<file path="src/rtl/mem_arbiter.sv">
// mem_arbiter
//   Shares one single-ported 16-bit memory between an instruction-fetch port (I,
//   read-only) and a data port (D, read/write). Round-robin arbitration, request
//   latching, and one idle recovery cycle after every memory response.
//
// Ports
//   clk, reset_n                          clock, asynchronous active-low reset
//   i_read, i_address                     I-port request (held until i_resp)
//   i_resp, i_rdata                       I-port completion pulse and read data
//   d_read, d_write, d_byte_enable,
//   d_address, d_wdata                    D-port request (held until d_resp)
//   d_resp, d_rdata                       D-port completion pulse and read data
//   mem_read, mem_write, mem_byte_enable,
//   mem_address, mem_wdata                memory command (registered)
//   mem_resp, mem_rdata                   memory completion pulse and read data
module mem_arbiter #(
  parameter int ADDR_W = 16,
  parameter int DATA_W = 16,
  parameter int BE_W   = DATA_W / 8
) (
  input  logic              clk,
  input  logic              reset_n,
  input  logic              i_read,
  input  logic [ADDR_W-1:0] i_address,
  output logic              i_resp,
  output logic [DATA_W-1:0] i_rdata,
  input  logic              d_read,
  input  logic              d_write,
  input  logic [BE_W-1:0]   d_byte_enable,
  input  logic [ADDR_W-1:0] d_address,
  input  logic [DATA_W-1:0] d_wdata,
  output logic              d_resp,
  output logic [DATA_W-1:0] d_rdata,
  output logic              mem_read,
  output logic              mem_write,
  output logic [BE_W-1:0]   mem_byte_enable,
  output logic [ADDR_W-1:0] mem_address,
  output logic [DATA_W-1:0] mem_wdata,
  input  logic              mem_resp,
  input  logic [DATA_W-1:0] mem_rdata
);

  typedef enum logic [1:0] {
    IDLE,
    BUSY_I,
    BUSY_D,
    RECOVER
  } state_t;

  state_t state;

  // 1 when the most recent grant went to D; reset to I so the first tie goes to D.
  logic last_grant_d;

  logic req_i;
  logic req_d;
  logic arb_window;
  logic grant_i;
  logic grant_d;

  assign req_i      = i_read;
  assign req_d      = d_read | d_write;
  assign arb_window = (state == IDLE) || (state == RECOVER);

  // On a tie, the port that did not win last time gets the memory.
  assign grant_d = arb_window & req_d & (~req_i | ~last_grant_d);
  assign grant_i = arb_window & req_i & ~grant_d;

  // Responses are a combinational pass-through of the memory pulse, steered by
  // the owner of the current transfer. Stray pulses outside BUSY are dropped.
  assign i_resp  = (state == BUSY_I) & mem_resp;
  assign d_resp  = (state == BUSY_D) & mem_resp;
  assign i_rdata = i_resp ? mem_rdata : '0;
  assign d_rdata = d_resp ? mem_rdata : '0;

  // The memory command registers double as the request latch: they are loaded
  // at the grant edge and held untouched until the memory responds, so the
  // requester may change its inputs freely while the transfer is in flight.
  always_ff @(posedge clk or negedge reset_n) begin
    if (!reset_n) begin
      state           <= IDLE;
      last_grant_d    <= 1'b0;
      mem_read        <= 1'b0;
      mem_write       <= 1'b0;
      mem_byte_enable <= '0;
      mem_address     <= '0;
      mem_wdata       <= '0;
    end else begin
      case (state)
        IDLE, RECOVER: begin
          mem_read  <= 1'b0;
          mem_write <= 1'b0;
          if (grant_d) begin
            state           <= BUSY_D;
            last_grant_d    <= 1'b1;
            mem_write       <= d_write;
            mem_read        <= d_read & ~d_write;
            mem_byte_enable <= d_byte_enable;
            mem_address     <= d_address;
            mem_wdata       <= d_wdata;
          end else if (grant_i) begin
            state           <= BUSY_I;
            last_grant_d    <= 1'b0;
            mem_read        <= 1'b1;
            mem_byte_enable <= {BE_W{1'b1}};
            mem_address     <= i_address;
            mem_wdata       <= '0;
          end else begin
            state <= IDLE;
          end
        end
        BUSY_I, BUSY_D: begin
          // Dropping the strobes here gives the memory one quiet cycle to
          // leave its respond state before the next command.
          if (mem_resp) begin
            state     <= RECOVER;
            mem_read  <= 1'b0;
            mem_write <= 1'b0;
          end
        end
        default: begin
          state     <= IDLE;
          mem_read  <= 1'b0;
          mem_write <= 1'b0;
        end
      endcase
    end
  end

endmodule

</file>
<file path="config.mk">
export PLATFORM = sky130hd
export DESIGN_NAME = mem_arbiter
export DESIGN_NICKNAME = d
export VERILOG_FILES = /design/src/rtl/mem_arbiter.sv
export SDC_FILE = /design/constraint.sdc
export NUM_CORES = 1
export LEC_CHECK = 0
export ABC_AREA = 1
export CAP_MARGIN = 25
export CORE_UTILIZATION = 37
export DETAILED_ROUTE_END_ITERATION = 12
export PLACE_DENSITY = 0.83
export SLEW_MARGIN = 20
export SYNTH_ARGS = -nofsm -noshare
export SYNTH_HDL_FRONTEND = slang
export SYNTH_SLANG_ARGS = --single-unit
</file>
<file path="constraint.sdc">
create_clock -name clk -period 3.5 [get_ports clk]
set_clock_uncertainty 0.15 [all_clocks]
set_input_delay 0.35 -clock clk [delete_from_list [all_inputs] [get_ports clk]]
set_output_delay 0.35 -clock clk [all_outputs]
set_load 0.1 [all_outputs]
</file>
== After elaboration in Yosys (flattened, before gate mapping) ==
Cells that the tools add are included.

* Bitwise gates (word level): 13
* Reduce and logical (&&, ||, !) cells: 6
* Muxes and demuxes: 20
* Equal/unequal tests: 4

{| class="wikitable"
|+ Operators by type and width
! operator !! number
|-
| $mux 16 || 6
|-
| $mux 2 || 4
|-
| $and 1x1->1 || 7
|-
| $mux 1 || 7
|-
| $eq 2x2->1 const B || 2
|-
| $not 1->1 || 4
|-
| $pmux 1 s2 || 2
|-
| $pmux 2 s2 || 1
|-
| $reduce_or 2->1 || 2
|-
| $eq 2x1->1 const B || 1
|-
| $logic_not 2->1 || 1
|-
| $ne 2x2->1 const B || 1
|-
| $or 1x1->1 || 2
|-
| $reduce_and 2->1 || 1
|-
| $reduce_bool 2->1 || 1
|-
| $logic_or 1x1->1 || 1
|}

* Bits of input ports: 72
* Logic and storage cells: 50
* Register bits: 39
* Output and inout port bits: 70

== Depth between registers and ports, before layout ==
* Word-level depth: 9
* Gate-level depth with buffers: 7
* Depth with buffers taken out: 6

== Worst setup path after synthesis ==
Ideal clock, no wire load.

* Path type: flip-flop to output port
* From: register state[0]
* To: output port d_rdata[10]
* Slack: 0.828 ns
* Data required time: 3.000 ns
* Arrival: 2.172 ns
* Cell stages (with the launch flop): 6
* Cell sequence: dfrtp_1 -> inv_1 -> ha_1 -> nand2_1 -> clkbuf_1 -> nor2_1

* Word-level cells in the longest chain between the ends: 3

{| class="wikitable"
|+ RTL lines
! element !! RTL line !! RTL
|-
| start: declaration || 50 || <nowiki>state_t state;</nowiki>
|-
| start signal: assignment || 81 || <nowiki>state <= IDLE;</nowiki>
|-
| start signal: assignment || 94 || <nowiki>state <= BUSY_D;</nowiki>
|-
| start signal: assignment || 102 || <nowiki>state <= BUSY_I;</nowiki>
|-
| $eq 2x2->1 || 72 || <nowiki>assign d_resp = (state == BUSY_D) & mem_resp;</nowiki>
|-
| $and 1x1->1 || 72 ||
|-
| $mux 16 || 74 || <nowiki>assign d_rdata = d_resp ? mem_rdata : '0;</nowiki>
|-
| end: declaration || 33 || <nowiki>output logic [DATA_W-1:0] d_rdata,</nowiki>
|}

No other way between the ends.

== Worst setup path after layout ==
* From: register mem_address[7]
* To: output port mem_address[7]

{| class="wikitable"
|+ RTL lines
! element !! RTL line !! RTL
|-
| start: declaration || 37 || <nowiki>output logic [ADDR_W-1:0] mem_address,</nowiki>
|-
| start signal: assignment || 99 || <nowiki>mem_address <= d_address;</nowiki>
|-
| start signal: assignment || 106 || <nowiki>mem_address <= i_address;</nowiki>
|}

No word-level cell between the ends.

==> results.json <==
{
  "synth_fp_nets": 329,
  "synth_top_family_by_area": "simple AND/OR/NAND/NOR gates",
  "synthAdderAreaFrac_pct": 1.263,
  "tightest_slew_ns": 1.002,
  "initial_utilization_pct": 38.53,
  "synth.avg_cell_area_um2": 7.767,
  "diodes": 0,
  "grt_pass1_vias": 1987,
  "yosys-mux-area-fraction_pct": 0,
  "avgViaCountPerCell": 4.935,
  "dp_hpwl_um": 4494,
  "synth_xor_area_share_pct": 0,
  "critPathArrivalTime_ns": 1.81,
  "synthArstFlopShare_pct": 100.0,
  "syn_to_final_growth_pct": 71.51,
  "ios": 142,
  "crit_buf_inv": 1,
  "crit_type": "reg -> out",
  "clock_latency_ns": 0.29,
  "ys.flop_type": "dfrtp_1",
  "required_ns": 3.00,
  "grt_start_max_net_pins": 40,
  "status": "complete, no violations",
  "mappedNetlistArea_um2": 1981,
  "cap_violations": 0,
  "synth_commonest_cells": "nand3_1 (67), nand2_1 (41), dfrtp_1 (39), nor2_1 (34), inv_1 (28)",
  "yosys.area.top_type_share_pct": 49.27,
  "yosys.area_share.simple_pct": 37.97,
  "placementRows": 26,
  "crit_chain": "clkdlybuf4s50_1",
  "placedCellCount": 451,
  "die_w_um": 75.17,
  "cts_resized": 0,
  "cts_buffers": 5,
  "fin_nets": 462,
  "dieArea_um2": 5650,
  "synth_compound_area_share_pct": 1.390,
  "cp_top_family": "buffers and inverters",
  "cts_hold_buffers": 0,
  "endpoint_kind": "primary output",
  "cp_max_fo": 2,
  "yosysWarnings": 0,
  "routed_wl_um": 6208,
  "fmax_mhz": 432.7,
  "cts_buffer_depth": 2,
  "wire_per_inst_um": 13.53,
  "grt-ovfl-total": 0,
  "period_needed_ns": 2.311,
  "slew_viol_final": 0,
  "drt_iter0_drc": 118,
  "synth_top_area_cell": "dfrtp_1",
  "setup_tns_ns": 0,
  "ctsHtreeMaxLevel": 2,
  "ys_seq_area_share_pct": 49.27,
  "drive_above_1_share_pct": 12.85,
  "grt_pass1_wl_um": 9039,
  "place_congestion": 0.7349,
  "cp_slowest_cell": "clkdlybuf4s50_1",
  "drt_first_pass_iters": 4,
  "cts.clk_slew.worst_paths_ns": 0.08,
  "setup_violations": 0,
  "ys_top_cells_by_area": "dfrtp_1 (49%), nand3_1 (17%), nand2_1 (7.8%)",
  "cts_setup_buffers": 0,
  "cts_sinks": 39,
  "ys_seq_elements": 39,
  "synth_edf_count": 0,
  "fin_crit_sh_pct": 66.03,
  "drc_errors": 0,
  "hold_path_class": "in -> async",
  "grt_util_all_layers_pct": 21.25,
  "antenna_found_initial": 0,
  "vias": 2265,
  "fin_cells": 459,
  "cts_root_buf": "clkbuf_8",
  "ys_types": 16,
  "hold_viol_final": 0,
  "startpoint_type": "register",
  "syn_inst": 255,
  "rsz0062_at_grt": "false",
  "yosysMostFrequentCell": "nand3_1",
  "cts_tree": "yes",
  "core_area_um2": 5140,
  "die_h_um": 75.17,
  "slew_headroom_pct": 32.97,
  "antenna_left": 0,
  "portBuffers": 141,
  "cp_slowest_stage_delay_ns": 1.16
}
## flip-flops by register name (all words and copies together), names as in the netlist
register,flops
mem_write,1
last_grant_d,1
state,2
mem_byte_enable,2
mem_read,1
mem_address,16
mem_wdata,16
## path summary, 6_finish.rpt
check	slack, ns	end	from	cells past startpoint
max reg2reg	1.41	mem_address[12]	state[0]	6
min in group clk	0.35	mem_read	mem_read	2
max	1.19	mem_address[7]	mem_address[7]	1
max in group asynchronous	2.64	mem_address[7]	reset_n	1
min	0.02	mem_address[15]	reset_n	1
min reg2reg	0.35	mem_read	mem_read	2
## cells in the final DEF (no fill, tap or decap), drive strengths merged
cell type	instances
clkbuf	6
dfrtp	39
a22oi	1
clkinvlp	1
ha	2
inv	30
o21ai	4
nand2	45
nand3	68
clkdlybuf4s50	106
nand4	16
nor2	34
clkinv	1
buf	36
## per-stage QoR
step	worst slack (ns)	area (µm²)	utilization, %	hold slack, ns
after floorplan	0.8278	1981	-	-0.09559
after global placement	1.208	3312	64.44	0.3191
after detailed placement	1.130	3312	64.44	0.3266
after CTS	1.178	3397	66.09	0.04562
after global routing	1.123	3397	66.09	0.08879
final	1.189	3397	66.09	0.01772
## layout make-up
cell class / instances / area, µm²
well taps: 70 / 87.58
flip-flops and latches: 39 / 975.9
inverters: 30 / 115.1
repair buffers: 142 / 1329
fillers: 436 / 1743
multi-input cells: 170 / 804.5
clock inverters: 2 / 12.51
clock buffers: 6 / 72.57
## cells by family (layout without fill, tap and decap cells)
family	Yosys count	count (layout)
AND/OR/NAND/NOR	163	163
buffers and inverters	46	180
AO/OA/AOI/OAI	5	5
flip-flops	39	39
adder cells (fa/ha/maj)	2	2
## routing by layer
layer	track usage [%]	part of all wire, %	up-vias
li1	-	-	1093
met1	23.76	39	1046
met2	38.64	50	120
met3	6.560	10	6
met4	6.790	1.1	0
met5	0	0	-
Power is left out: the tool's default activity adds up to more than one toggle a clock period on the data nets, which glitch-free logic cannot reach.
